<file path="src/rtl/stereo_line_scheduler.sv">
`default_nettype none
// stereo_line_scheduler: interleaves left/right camera lines (L0 R0 L1 R1 ...) into one
// registered valid/ready stream with source tag, frame/line markers and position counters.  Rev 1.0
module stereo_line_scheduler #(
  parameter int DATA_WIDTH     = 8,
  parameter int LINE_PIXELS    = 640,
  parameter int FRAME_LINES    = 480,
  parameter int PIX_CNT_WIDTH  = 10,
  parameter int LINE_CNT_WIDTH = 9
) (
  input  logic                      clk,
  input  logic                      reset,
  input  logic                      enable,
  input  logic                      l_valid,
  input  logic [DATA_WIDTH-1:0]     l_data,
  output logic                      l_ready,
  input  logic                      r_valid,
  input  logic [DATA_WIDTH-1:0]     r_data,
  output logic                      r_ready,
  output logic                      out_valid,
  output logic [DATA_WIDTH-1:0]     out_data,
  input  logic                      out_ready,
  output logic                      out_sel,
  output logic                      out_sof,
  output logic                      out_eol,
  output logic [PIX_CNT_WIDTH-1:0]  pix_count,
  output logic [LINE_CNT_WIDTH-1:0] line_count,
  output logic                      frame_done
);

  typedef enum logic [1:0] {
    IDLE      = 2'd0,
    LEFT      = 2'd1,
    RIGHT     = 2'd2,
    FRAME_END = 2'd3
  } state_t;

  localparam logic [PIX_CNT_WIDTH-1:0]  PIX_LAST  = PIX_CNT_WIDTH'(LINE_PIXELS - 1);
  localparam logic [PIX_CNT_WIDTH-1:0]  PIX_ONE   = PIX_CNT_WIDTH'(1);
  localparam logic [LINE_CNT_WIDTH-1:0] LINE_LAST = LINE_CNT_WIDTH'(FRAME_LINES - 1);
  localparam logic [LINE_CNT_WIDTH-1:0] LINE_ONE  = LINE_CNT_WIDTH'(1);

  state_t state;
  state_t state_next;
  logic   stage_free;
  logic   l_acc;
  logic   r_acc;
  logic   accept;
  logic   last_pix;
  logic   last_line;

  // The output register can take a new beat whenever the held one leaves this cycle.
  assign stage_free = !out_valid || out_ready;
  assign l_ready    = (state == LEFT)  && stage_free;
  assign r_ready    = (state == RIGHT) && stage_free;
  assign l_acc      = l_valid && l_ready;
  assign r_acc      = r_valid && r_ready;
  assign accept     = l_acc || r_acc;
  assign last_pix   = (pix_count == PIX_LAST);
  assign last_line  = (line_count == LINE_LAST);
  assign frame_done = (state == FRAME_END);

  always_comb begin
    state_next = state;
    case (state)
      IDLE:      if (enable) state_next = LEFT;
      LEFT:      if (l_acc && last_pix) state_next = RIGHT;
      RIGHT:     if (r_acc && last_pix) state_next = last_line ? FRAME_END : LEFT;
      FRAME_END: state_next = IDLE;
      default:   state_next = IDLE;
    endcase
  end

  always_ff @(posedge clk) begin
    if (reset) begin
      state      <= IDLE;
      pix_count  <= '0;
      line_count <= '0;
      out_valid  <= 1'b0;
      out_data   <= '0;
      out_sel    <= 1'b0;
      out_sof    <= 1'b0;
      out_eol    <= 1'b0;
    end else begin
      state <= state_next;
      if (state == IDLE) begin
        pix_count  <= '0;
        line_count <= '0;
      end
      if (accept) begin
        out_valid <= 1'b1;
        out_data  <= r_acc ? r_data : l_data;
        out_sel   <= r_acc;
        out_sof   <= l_acc && (line_count == '0) && (pix_count == '0);
        out_eol   <= last_pix;
        pix_count <= last_pix ? '0 : pix_count + PIX_ONE;
        // Line advances only once both cameras have delivered the line.
        if (r_acc && last_pix) begin
          line_count <= last_line ? '0 : line_count + LINE_ONE;
        end
      end else if (out_ready) begin
        out_valid <= 1'b0;
      end
    end
  end

endmodule
`default_nettype wire

</file>
<file path="config.mk">
export PLATFORM = sky130hd
export DESIGN_NAME = stereo_line_scheduler
export DESIGN_NICKNAME = d
export VERILOG_FILES = /design/src/rtl/stereo_line_scheduler.sv
export SDC_FILE = /design/constraint.sdc
export NUM_CORES = 1
export LEC_CHECK = 0
export ABC_AREA = 1
export CORE_AREA = 2 2 64 66
export CTS_CLUSTER_DIAMETER = 150
export CTS_CLUSTER_SIZE = 16
export DETAILED_ROUTE_END_ITERATION = 7
export DIE_AREA = 0 0 66 68
export HOLD_SLACK_MARGIN = 0.05
export PLACE_DENSITY = 0.79
export SLEW_MARGIN = 30
export SYNTH_ARGS = -nofsm -noshare
export SYNTH_HDL_FRONTEND = slang
export SYNTH_SLANG_ARGS = --single-unit
</file>
<file path="constraint.sdc">
create_clock -name clk -period 4.1 [get_ports clk]
set_input_delay 0.41 -clock clk [delete_from_list [all_inputs] [get_ports clk]]
set_output_delay 0.41 -clock clk [all_outputs]
set_load 0.02 [all_outputs]
</file>
==> out/qor.csv, run 1 <==
metric;value;unit
status;complete, no violations;
Slew HR;69.0;%
setup ws final;1.86;ns
number of routed nets with antenna violations;0;
Setup WS pre-CTS;1.86;ns
Synth Flop Type;dfxtp_1;
Worst setup EP type;output pin;
synth cell count leaders;nand2_1 (72), dfxtp_1 (33), nand3_1 (27), inv_1 (26), a21oi_1 (23);
EDFF count, synth;0;
Synth async-reset ratio;0;%
DRC viols;0;
drt wl/cell;12.0;um
setup TNS;0;ns
Hold WC Path Type;flip-flop to flip-flop;
yosys warns;0;
Max Cap Viol;0;
core area;0.00386;mm^2
Final nets;355;
grt total ovfl;0;
initial antenna violation count;0;
PwrDens;481;mW/mm^2
post-cts resize count;0;
crit path launch type;primary input;
CP Class;primary input to output pin;
starting DRC count in detailed routing;124;
register area share after synthesis;35.6;%
final setup vio count;0;
#FFs+latches synth;33;
highest routed layer;met4;
overall die width;66;um
Worst Max-Slew Pin Slew;0.464;ns
synthesized area;0.00185;mm^2
Syn Inst Count;273;
GRT Util Overall;21.8;%
full die area;0.00449;mm^2
met3 wire length;384;um
CTS clock-pin slew for the worst setup and hold paths;0.07;ns
CTS buffer count;5;
fill cell count;365;
gpl congestion;0.814;
CTS Sinks;33;
via count;1960;
met1 wire length;2060;um
Post-CTS Setup Repair Bufs;0;
RSZ-0062 raised after global routing;no;
Avg Cell Area, Syn;6.79;um^2
top post-synthesis cells by area;dfxtp_1 (36%), nand2_1 (15%), nand3_1 (7.3%);
H-tree depth;2;
hpwl dp;3240;um
Top delay family on crit path;buffers and inverters;
post-synth top area cell;dfxtp_1;
critical path, cell by cell;clkdlybuf4s50_1 -> inv_1 -> nand2_1 -> inv_1 -> nor2_1 -> clkdlybuf4s50_1;
most common cell in the netlist;nand2_1;
Crit Path Max Fanout;4;
final critical-path required period;2.24;ns
CP Data Arrival Time;1.83;ns
maximum clock rate;446;MHz
die height;68;um
CTS tree;done;
P&R area growth vs syn;37.6;%
final worst-path cycle share;54.7;%
I/O pin cnt;56;
synth unique cells;29;
Hold Buf Count CTS;0;
met2 wire len;2080;um
peak supply drop;0.320;mV
WP buf/inv;4;
slowest cell on the critical path;clkdlybuf4s50_1;
CTS Root Cell;clkbuf_8;
row cnt;23;
Max stage delay on crit path;0.61;ns
Pre-Repair DR Iteration Count;4;
largest net degree at the start of global routing;24;
Starting Density;48.1;%
global-route wire length before repair;7580;um
Fin. Hold Viols;0;
layout cells sized above 1;8.79;%
final wirelength;4570;um
Bufs on Longest Clock Path;2;
skew final;0.00511;ns
critical path required time;3.69;ns
top cell type's share of synthesized area;35.6;%
Syn Nets;299;
Slew Limit Fails;0;
Via density;5.16;
vias in the first global route;1693;
worst-skew pair later-pin latency;0.29;ns
Port-buffer cells;55;
leakage power;0.988;nW
# diodes;0;
## flip-flops by register name, summed over array words and instances (netlist names)
register,count
out_sof,1
out_sel,1
state,2
out_data,8
pix_count,10
out_eol,1
out_valid,1
line_count,9
## cell families after synthesis
group,Yosys count,share of synthesized area [%]
buffers and inverters,38,8.84
xor gates and xnor gates,1,0.472
DFF,33,35.6
adders and majority gates,4,2.70
and+or+nand+nor,150,38.7
AOI/OAI and AO/OA,47,13.6
## layout make-up
type	count	area, um^2	share of cell area, %
Multi-Input combinational cell	202	1030	40.4
Sequential cell	33	661	25.9
Timing Repair Buffer	56	558	21.9
Inverter	31	120	4.71
Clock buffer	6	82.6	3.24
Tap cell	50	62.6	2.45
Clock inverter	2	37.5	1.47
## worst paths after layout
path / startpoint / end / slack, ns / cells past startpoint
setup / recovery: out_ready / r_ready / 1.86 / 6
hold / removal: out_sel / out_sel / 0.47 / 2
setup reg to reg: pix_count[1] / state[1] / 2.48 / 10
hold reg to reg: out_sel / out_sel / 0.47 / 2
## report_power, final
part / total [mW] / switching, mW / internal [mW]
registers: 0.418 / 0.0423 / 0.376
logic: 0.482 / 0.292 / 0.190
clock network: 0.327 / 0.129 / 0.198
## layout by cell type (no fill, tap or decap), types with 8 or more instances in the layout
master and instances:
a21oi_1 23, a31oi_1 8, clkdlybuf4s50_1 55, dfxtp_1 33, inv_1 26, nand2_1 72
nand3_1 27, nand4_1 8, nor2_1 18, o21ai_1 8
## metal layers
metal | up-vias | global-route usage, %
met4 | 0 | 7.14
li1 | 1018 | -
met3 | 6 | 7.24
met1 | 872 | 26.8
met2 | 64 | 36.1
met5 | - | 0
## worst min-delay path, delay by kind of cell (launching register included)
kind            cells  cell delay (ns)
compound gates      1             0.05
flops               1             0.31
simple gates        1             0.06
## through the flow
stage | util (%) | total power, mW | cell area (um^2) | instances | hold WS, ns
after global placement | 63.0 | 0.904 | 2430 | 372 | 0.449
after CTS | 66.2 | 1.24 | 2550 | 380 | 0.464
after floorplan | - | 0.733 | 1850 | 273 | 0.514
final | 66.2 | 1.23 | 2550 | 380 | 0.466
after global routing | 66.2 | 1.30 | 2550 | 380 | 0.474
after detailed placement | 63.0 | 0.907 | 2430 | 372 | 0.456
Power figures use the tool's default switching activity.
==> run 2, diff against run 1 <==
--- a/config.mk
+++ b/config.mk
@@ -6,13 +6,13 @@
 export NUM_CORES = 1
 export LEC_CHECK = 0
 export ABC_AREA = 1
-export CORE_AREA = 2 2 64 66
+export CORE_AREA = 2 2 66 68
 export CTS_CLUSTER_DIAMETER = 150
 export CTS_CLUSTER_SIZE = 16
 export DETAILED_ROUTE_END_ITERATION = 7
-export DIE_AREA = 0 0 66 68
+export DIE_AREA = 0 0 68 70
 export HOLD_SLACK_MARGIN = 0.05
-export PLACE_DENSITY = 0.79
+export PLACE_DENSITY = 0.75
 export SLEW_MARGIN = 30
 export SYNTH_ARGS = -nofsm -noshare
 export SYNTH_HDL_FRONTEND = slang
==> constraint.sdc (replaced) <==
create_clock -name clk -period 2.3 [get_ports clk]
set_input_delay 0.23 -clock clk [delete_from_list [all_inputs] [get_ports clk]]
set_output_delay 0.23 -clock clk [all_outputs]
set_load 0.02 [all_outputs]
==> out/qor.csv, run 2 (same netlist as run 1, synthesis figures left out) <==
metric;value;unit
skew final;0.00667;ns
CTS Root Cell;clkbuf_8;
layout cells sized above 1;8.48;%
die height;70;um
starting DRC count in detailed routing;87;
Largest Register;pix_count;
CP Class;primary input to output pin;
H-tree depth;2;
critical path required time;2.07;ns
final worst-path cycle share;81.5;%
peak supply drop;0.494;mV
# diodes;0;
final wirelength;4610;um
Worst Max-Slew Pin Slew;0.441;ns
CTS tree;done;
worst-skew pair later-pin latency;0.29;ns
Worst setup EP type;output pin;
setup TNS;0;ns
Critical Path Source;out_ready;
Hold Buf Count CTS;0;
final critical-path required period;1.88;ns
PwrDens;805;mW/mm^2
final setup vio count;0;
Hold WC Path Type;flip-flop to flip-flop;
row cnt;24;
initial antenna violation count;0;
Crit Path Max Fanout;4;
CTS buffer count;5;
Non-Filler Instances;382;
most common cell after layout, fill and taps aside;nand2_1;
Starting Density;44.7;%
full die area;0.00476;mm^2
Largest register FFs;10;
number of routed nets with antenna violations;0;
RSZ-0062 raised after global routing;no;
Slew Limit Fails;0;
CP Data Arrival Time;1.65;ns
overall die width;68;um
Max Cap Viol;0;
largest net degree at the start of global routing;24;
Bufs on Longest Clock Path;2;
Top Registers;pix_count (10), line_count (9), out_data (8);
Final nets;355;
Post-CTS Setup Repair Bufs;0;
Fin. Hold Viols;0;
I/O pin cnt;56;
leakage power;0.975;nW
drt wl/cell;12.1;um
GRT Util Overall;21.4;%
most frequent cells in the layout;nand2_1 (72), clkdlybuf4s50_1 (55), dfxtp_1 (33);
Port-buffer cells;55;
P&R area growth vs syn;35.7;%
maximum clock rate;533;MHz
CTS Sinks;33;
Worst Hold Depth;2;
hpwl dp;3390;um
grt total ovfl;0;
Inst Count DP;374;
HP Start;out_sel;
via count;1946;
post-cts resize count;0;
core area;0.00414;mm^2
Slew HR;70.5;%
status;complete, no violations;
DRC viols;0;
gpl congestion;0.834;
Worst Reg-to-Reg Cells;8;
reg-to-reg startpoint;pix_count[1];
vias in the first global route;1784;
crit path launch type;primary input;
CTS clock-pin slew for the worst setup and hold paths;0.06;ns
Via density;5.09;
Pre-Repair DR Iteration Count;4;
global-route wire length before repair;7890;um
[run 2: cell count changes in the layout (fill, tap and decap cells not counted), sizes merged]
cell      previous run  this run
bufinv               1         0
clkinvlp             1         0
clkinv               1         3
[run 2: metrics by stage]
stage	instance area, um^2	power [mW]	setup WS [ns]	utilization (%)	hold slack, ns
floorplan	1850	1.31	0.731	-	0.389
global placement	2430	1.61	0.438	58.7	0.449
detailed placement	2430	1.62	0.391	58.7	0.456
CTS	2520	2.04	0.412	60.7	0.471
global route	2520	2.15	0.322	60.7	0.492
finish	2520	2.03	0.425	60.7	0.478
[run 2: layout make-up]
| class | count | area (um^2) |
|---|---|---|
| fill | 386 | 1630 |
| multi-input combinational | 202 | 1030 |
| sequential | 33 | 661 |
| timing repair buffer | 56 | 558 |
| inverter | 31 | 120 |
| clock buffer | 6 | 72.6 |
| tap | 52 | 65.1 |
| clock inverter | 2 | 10.0 |
[run 2: worst paths after layout]
path	endpoint	slack [ns]
max	r_ready	0.42
min	out_sel	0.48
max reg2reg	line_count[4]	0.64
min reg2reg	out_sel	0.48
[run 2: power by group]
part	internal (mW)	switching (mW)	leakage, nW	total [mW]
sequential	0.671	0.0736	0.268	0.744
combinational	0.340	0.523	0.662	0.863
clock	0.209	0.210	0.0450	0.420
[run 2: routing by layer]
| metal | GRT usage, % | vias up | wire length [um] |
|---|---|---|---|
| li1 | - | 1014 | - |
| met5 | 0 | - | 0 |
| met1 | 27.7 | 850 | 2050 |
| met2 | 32.6 | 73 | 2080 |
| met3 | 6.92 | 9 | 393 |
| met4 | 8.00 | 0 | 85 |
[run 2: worst max-delay path: stages]
cell             delay (ns)
clkdlybuf4s50_1        0.45
inv_1                  0.04
nand2_1                0.15
inv_1                  0.08
nor2_1                 0.09
clkdlybuf4s50_1        0.61
==> run 3, diff against run 2 <==
--- a/config.mk
+++ b/config.mk
@@ -6,13 +6,13 @@
 export NUM_CORES = 1
 export LEC_CHECK = 0
 export ABC_AREA = 1
-export CORE_AREA = 2 2 66 68
+export CORE_AREA = 2 2 70 72
 export CTS_CLUSTER_DIAMETER = 150
 export CTS_CLUSTER_SIZE = 16
 export DETAILED_ROUTE_END_ITERATION = 7
-export DIE_AREA = 0 0 68 70
+export DIE_AREA = 0 0 72 74
 export HOLD_SLACK_MARGIN = 0.05
-export PLACE_DENSITY = 0.75
+export PLACE_DENSITY = 0.7
 export SLEW_MARGIN = 30
 export SYNTH_ARGS = -nofsm -noshare
 export SYNTH_HDL_FRONTEND = slang
==> constraint.sdc (replaced) <==
create_clock -name clk -period 1.6 [get_ports clk]
set_input_delay 0.16 -clock clk [delete_from_list [all_inputs] [get_ports clk]]
set_output_delay 0.16 -clock clk [all_outputs]
set_load 0.02 [all_outputs]
==> out/qor.csv, run 3 (same netlist as run 1, synthesis figures left out) <==
metric;value;unit
status;complete, no violations;
combinational share of power;44.6;%
Slew Limit Fails;0;
core area;0.00460;mm^2
full die area;0.00533;mm^2
CTS Sinks;33;
I/O pin cnt;56;
P&R area growth vs syn;46.1;%
Worst Reg-to-Reg Cells;10;
die height;74;um
Top Registers;pix_count (10), line_count (9), out_data (8);
Cell Int Power;1.99;mW
number of routed nets with antenna violations;0;
Hold WC Path Type;primary input to flip-flop;
Non-Filler Instances;401;
most common cell after layout, fill and taps aside;nand2_1;
Port-buffer cells;55;
PwrDens;1180;mW/mm^2
drt wl/cell;11.7;um
row cnt;25;
worst-skew pair later-pin latency;0.29;ns
switching pwr;1.20;mW
final critical-path required period;1.53;ns
Largest register FFs;10;
final setup vio count;0;
final worst-path cycle share;95.9;%
Setup WS pre-CTS;-0.0457;ns
largest net degree at the start of global routing;19;
gpl congestion;0.819;
Top delay family on crit path;buffers and inverters;
hpwl dp;3380;um
final wirelength;4680;um
Worst setup EP type;output pin;
setup TNS;0;ns
grt total ovfl;0;
leakage power;1.13;nW
Via density;4.98;
CTS tree;done;
initial antenna violation count;0;
DRC viols;0;
Net Sw Frac;37.6;%
Max stage delay on crit path;0.65;ns
RSZ-0062 raised after global routing;no;
CTS buffer count;5;
Final nets;372;
setup ws final;0.0653;ns
Fin. Hold Viols;0;
peak supply drop;0.806;mV
critical path required time;1.44;ns
Bufs on Longest Clock Path;2;
Worst Max-Slew Pin Slew;0.466;ns
CTS Root Cell;clkbuf_8;
critical path, cell by cell;clkdlybuf4s50_1;
starting DRC count in detailed routing;135;
CTS clock-pin slew for the worst setup and hold paths;0.07;ns
maximum clock rate;652;MHz
vias in the first global route;1793;
WP buf/inv;1;
Clock Power Share;21.9;%
most frequent cells in the layout;nand2_1 (71), clkdlybuf4s50_1 (50), dfxtp_1 (28);
crit path launch type;flip-flop;
overall die width;72;um
CP Class;flip-flop to output pin;
GRT Util Overall;19.0;%
Starting Density;40.3;%
CP Data Arrival Time;1.37;ns
Crit Path Max Fanout;6;
CP Depth;1;
Max Cap Viol;0;
fill cell count;431;
part of the power in registers;33.5;%
Pre-Repair DR Iteration Count;4;
layout cells sized above 1;15.6;%
skew final;0.00496;ns
Inst Count DP;392;
via count;1997;
H-tree depth;2;
Worst Hold Depth;3;
slowest cell on the critical path;clkdlybuf4s50_1;
Slew HR;68.9;%
Largest Register;pix_count;
# diodes;0;
global-route wire length before repair;7940;um
## run 3: cell types whose count changed in the layout (fill, tap and decap cells not counted), moves of 2 or more
cell,previous run,this run
clkbuf_8,5,7
dlygate4sd2_1,0,2
clkdlybuf4s50_1,55,50
dlymetal6s2s_1,0,3
dfxtp_1,33,28
dfxtp_2,0,5
buf_4,1,17
## run 3: final timing paths
check                           slack [ns]          from           end
worst min-delay path                  0.44     r_data[7]   out_data[7]
worst max-delay path                  0.07  pix_count[9]  pix_count[9]
worst max register to register        0.13  pix_count[1]      state[1]
worst min register to register        0.48       out_sel       out_sel
## run 3: area by class of cell
cell class | instances | area, um^2 | area share [%]
inverters | 31 | 120 | 4.43
well taps | 54 | 67.6 | 2.49
multi-input cells | 202 | 1050 | 38.8
clock buffers | 7 | 96.3 | 3.56
clock inverters | 1 | 5.00 | 0.185
repair buffers | 73 | 703 | 26.0
flip-flops and latches | 33 | 667 | 24.6
## run 3: what timing repair did
action,in CTS,in global routing
gates resized for setup,4,10
setup buffers,0,1
endpoints found under the setup margin,4,16
pin swaps,0,5
hold buffers,0,0
gates cloned,0,0
## run 3: metrics by stage
step	util, %	hold slack [ns]	instance area (um^2)	total power [mW]
after floorplan	-	0.319	1850	1.88
after global placement	55.9	0.469	2570	2.50
after detailed placement	55.9	0.468	2570	2.50
after CTS	58.1	0.429	2670	3.20
after global routing	58.9	0.458	2710	3.39
final	58.9	0.438	2710	3.18
## run 3: power groups by stage
stage,combinational [mW],sequential (mW),clock (mW)
after global routing,1.56,1.08,0.742
after floorplan,0.660,1.22,0
after global placement,1.43,1.07,0
after CTS,1.43,1.06,0.719
after detailed placement,1.43,1.07,0
final,1.42,1.07,0.698
## run 3: routing by layer
layer | GRT usage, % | vias up | wire length, um | part of all wire [%]
met5 | 0 | - | 0 | 0
met4 | 8.81 | 0 | 80 | 1.7
met3 | 4.61 | 7 | 299 | 6.4
met2 | 30.9 | 55 | 2110 | 45
met1 | 24.1 | 884 | 2190 | 47
li1 | - | 1051 | - | -
